### config.mk
export PLATFORM = sky130hd
export DESIGN_NAME = cache_refill_ctrl
export DESIGN_NICKNAME = d
export VERILOG_FILES = /design/src/rtl/cache_refill_ctrl.sv
export SDC_FILE = /design/constraint.sdc
export NUM_CORES = 1
export LEC_CHECK = 0
export BUFFER_PORTS_ARGS = -buffer_cell sky130_fd_sc_hd__buf_2
export CORE_ASPECT_RATIO = 2
export CORE_MARGIN = 2
export CORE_UTILIZATION = 40
export DETAILED_ROUTE_END_ITERATION = 7
export MAX_ROUTING_LAYER = met4
export PLACE_DENSITY = 0.77
export SYNTH_ARGS = -nofsm -noshare
export SYNTH_HDL_FRONTEND = slang
export SYNTH_SLANG_ARGS = --single-unit
### constraint.sdc
create_clock -name clk -period 1.6 [get_ports clk]
set_input_delay 0.16 -clock clk [delete_from_list [all_inputs] [get_ports clk]]
set_output_delay 0.16 -clock clk [all_outputs]
set_load 0.05 [all_outputs]
### src/rtl/cache_refill_ctrl.sv
// Miss-side refill controller for the 2-way set-associative data cache.
// Optional perf counters (miss_count, refill_cycles) enabled by REFILL_PERF_CNT_EN.
module cache_refill_ctrl #(
  parameter int unsigned DATA_WIDTH = 32,
  parameter int unsigned ADDR_WIDTH = 32
) (
  input  logic                  clk,
  input  logic                  rst_n,
  input  logic                  cpu_req_valid,
  input  logic [ADDR_WIDTH-1:0] cpu_addr,
  input  logic                  cache_hit,
  output logic                  stall,
  output logic                  mem_req_valid,
  input  logic                  mem_req_ready,
  output logic [ADDR_WIDTH-1:0] mem_addr,
  input  logic                  mem_resp_valid,
  input  logic [DATA_WIDTH-1:0] mem_rdata,
  output logic                  fill_we,
  output logic [ADDR_WIDTH-1:0] fill_addr,
  output logic [DATA_WIDTH-1:0] fill_data
`ifdef REFILL_PERF_CNT_EN
  ,
  output logic [31:0]           miss_count,
  output logic [31:0]           refill_cycles
`endif
);

  typedef enum logic [2:0] {
    StIdle,
    StReq,
    StWait,
    StFill,
    StDone
  } state_e;

  state_e                  state_q, state_d;
  logic [ADDR_WIDTH-1:0]   miss_addr_q, miss_addr_d;
  logic [DATA_WIDTH-1:0]   fill_data_q, fill_data_d;
  logic                    miss_detect;

  assign miss_detect = (state_q == StIdle) && cpu_req_valid && !cache_hit;

  always_ff @(posedge clk or negedge rst_n) begin
    if (!rst_n) begin
      state_q     <= StIdle;
      miss_addr_q <= '0;
      fill_data_q <= '0;
    end else begin
      state_q     <= state_d;
      miss_addr_q <= miss_addr_d;
      fill_data_q <= fill_data_d;
    end
  end

  always_comb begin
    state_d       = state_q;
    miss_addr_d   = miss_addr_q;
    fill_data_d   = fill_data_q;
    stall         = 1'b0;
    mem_req_valid = 1'b0;
    mem_addr      = '0;
    fill_we       = 1'b0;
    fill_addr     = '0;
    unique case (state_q)
      StIdle: begin
        if (miss_detect) begin
          // Word-align: the cache fills whole words only.
          miss_addr_d = cpu_addr & ~ADDR_WIDTH'(3);
          stall       = 1'b1;
          state_d     = StReq;
        end
      end
      StReq: begin
        stall         = 1'b1;
        mem_req_valid = 1'b1;
        mem_addr      = miss_addr_q;
        if (mem_req_ready) state_d = StWait;
      end
      StWait: begin
        stall = 1'b1;
        if (mem_resp_valid) begin
          fill_data_d = mem_rdata;
          state_d     = StFill;
        end
      end
      StFill: begin
        stall     = 1'b1;
        fill_we   = 1'b1;
        fill_addr = miss_addr_q;
        state_d   = StDone;
      end
      StDone: begin
        state_d = StIdle;
      end
      default: begin
        state_d = StIdle;
      end
    endcase
  end

  assign fill_data = fill_data_q;

`ifdef REFILL_PERF_CNT_EN
  logic [31:0] miss_count_q, refill_cycles_q;

  always_ff @(posedge clk or negedge rst_n) begin
    if (!rst_n) begin
      miss_count_q    <= '0;
      refill_cycles_q <= '0;
    end else begin
      if (miss_detect) miss_count_q <= miss_count_q + 32'd1;
      if (stall)       refill_cycles_q <= refill_cycles_q + 32'd1;
    end
  end

  assign miss_count    = miss_count_q;
  assign refill_cycles = refill_cycles_q;
`endif

endmodule

==> metrics.md <==
| Metric | Value |
|---|---|
| Status | finished with violations |
| Failing checks | setup timing |
| Final Max Tran Viols | 0 |
| Final GP Congestion | 0.746 |
| Netlist cell types | 19 |
| Critical path's slowest cell | dfrtp_2 |
| Final setup viols | 121 |
| Commonest non-fill, non-tap cell in the layout | buf_2 |
| FF-to-FF Start | state_q[2] |
| N_diodes | 0 |
| CP Class | flip-flop to output pin |
| Yosys warns | 0 |
| Cell depth of the worst flop-to-flop path | 6 |
| Pwr Density | about 2500 nW/um^2 |
| Port Buf Inserts | 162 |
| DRT iter0 DRCs | 73 |
| Clk slew on worst S/H paths | 0.05 ns |
| FF/Latch Area | 1630 sq um |
| Ports | approximately 170 |
| Commonest non-fill, non-tap cells in the layout | buf_2, dfrtp_1, mux2_2, buf_6, buf_8 |
| Setup WS post-layout | -0.144 ns |
| Reg2Reg Setup Slack | -0.10 ns |
| Max IR drop VDD | about 1.6 mV |
| CP max stage delay | 0.43 ns |
| Hold WC Path Type | primary input to flip-flop |
| F_max | 573 MHz |
| First-pass GRT wire length | 12500 microns |
| Grt total ovfl | 0 |
| Fin Clk Skew | 0.00549 ns |
| Vias in the first global route | 2657 |
| CTS tree | built |
| Unrepaired setup endpoints after global routing | yes |
| Critical path capture point type | output pin |
| Arrival time worst endpoint | 1.58 ns |
| Initial antenna violation count | 0 |
| P_leak | 2.44 nW |
| Hpwl dp | 5030 microns |
| Startpoint Class | flip-flop |
| Total core area | 7210 sq um |
| Core Rows | 44 |
| CP cell instances | nor3b_4 -> buf_6 -> buf_12 -> and2_1 -> buf_6 |
| Total CTS buffers | 9 |
| Max clock buf depth | 2 |
| Period utilization | 1.09 |
| Root Buffer Master | clkbuf_16 |
| DR vias/cell | around 4.9 |
| Die area | about 8000 sq um |
| Yosys reg bits | 65 |
| Synth top area share | 0.548 |
| Hold Path Origin | mem_rdata[19] |
| Final nets | 476 |
| Sequential share of the synthesized area | 0.548 |
| Worst hold path endpoint | fill_data[19] |
| Pre-antenna DRT Iters | 4 |
| Synth top area cells | dfrtp_1, mux2_2, and2_1 |
| Max-cap violations | 0 |
| DRC viols | 0 |
| Hold_ws | between 0.05 and 0.06 ns |
| Mapped Avg Cell Area | about 13 sq um |
| Required @ worst endpoint | 1.44 ns |
| Area leader, netlist | dfrtp_1 |
| Drt wl/cell | around 18 microns |
| Starting Density | 0.412 |
| Filler Cells Inserted | 518 |
| CP max FO | 15 |
| Final min period | approximately 1.7 ns |
| Area growth syn-to-layout | 70.1% |
| Mapped Area | 2970 sq um |
| Final Hold Vio Count | 0 |
| Die X | around 65 microns |
| Pin count of the biggest net entering global routing | 66 |
| # clock sinks | 65 |
| Syn Inst Count | 223 |
| GRT Total Usage | 0.208 |
| Worst skew pair latency | 0.32 ns |
| Critical path's most frequent cell | buf_6 |
| Post-route ant nets | 0 |
| Drt total wl | 8880 microns |
| Tot Pwr | ~13 mW |
| FF-to-FF End | fill_data[30] |
| DR vias | 2443 |
| Htree depth | 3 |
| Die height | 126 microns |
| Hold depth | 2 |
| Area of the multi-input gates | about 1300 sq um |
| Share of layout cells above drive strength 1 | 0.742 |
cell type report:
| type | instances | area share |
|---|---|---|
| clock buffer | 13 | 0.0496 |
| sequential | 65 | 0.323 |
| tap | 92 | 0.0228 |
| multi-input combinational | 143 | 0.263 |
| timing repair buffer | 187 | 0.333 |
| clock inverter | 3 | 0.00793 |
stage by stage:
stage | cell area, sq um | util | setup WS [ns] | cells | TNS [ns]
floorplan | 3010 | - | 0.0114 | 226 | 0
global placement | 3920 | 0.544 | 0.0885 | 470 | 0
detailed placement | 3920 | 0.544 | 0.0434 | 470 | 0
CTS | 4750 | 0.658 | -0.142 | 493 | -8.25
global route | 5050 | 0.700 | -0.227 | 503 | -15.44
finish | 5050 | 0.700 | -0.144 | 503 | -9.40
layer usage:
layer,global-route usage,vias up,wire [microns]
met1,0.194,1212,2750
li1,-,1105,-
met2,0.389,104,5400
met3,0.0411,22,421
met5,-,-,0
met4,0.0976,0,314
power by group:
group | internal (mW) | switching (mW)
clock | 1.24 | 0.653
combinational | 3.12 | 4.66
sequential | 2.49 | 0.522
worst max-delay path: cells and delay by family (launching register included):
family	cells	cell delay [ns]
AND/OR/NAND/NOR	2	0.40
buffers and inverters	3	0.44
flip-flops	1	0.43
cell usage after synthesis (all sizes together):
master  instances
and3b           2
o31a            1
conb            1
nor3b           1
nor2            3
nor2b           1
nor3            1
nor4            1
mux2           63
clkbuf          5
dfrtp          65
nand2b          2
and2           60
a21oi           2
buf            13
nand2           2
worst max path at each step:
stage                     from           end  slack, ns  cells after the start
global placement    state_q[0]  mem_addr[23]       0.09                      4
global route        state_q[1]  mem_addr[17]      -0.23                      5
CTS                 state_q[2]  mem_addr[13]      -0.14                      5
detailed placement  state_q[0]   mem_addr[4]       0.04                      4
finish              state_q[1]  mem_addr[17]      -0.14                      5
floorplan           state_q[0]  mem_addr[20]       0.01                      4
logic make-up after synthesis:
| logic type | Yosys count | synth area share |
|---|---|---|
| flip-flops | 65 | 0.548 |
| AND/OR/NAND/NOR | 73 | 0.162 |
| multiplexers | 63 | 0.239 |
| other | 1 | 0.00126 |
| AO/OA/AOI/OAI | 3 | 0.00632 |
| buffers and inverters | 18 | 0.0434 |
registers in the layout (all words and copies together) (netlist names):
signal	flops
fill_data	32
miss_addr_q	30
state_q	3
repair_timing:
item                                    in CTS  in global routing
gates resized for setup                    149                 53
pin swaps                                    3                 14
endpoints found under the hold margin       65                  0
setup buffers                                5                  4
hold buffers                                 1                  0
cloned                                       1                  7
endpoints found under the setup margin      63                125
Note: power is estimated with default switching activity, not from simulation.
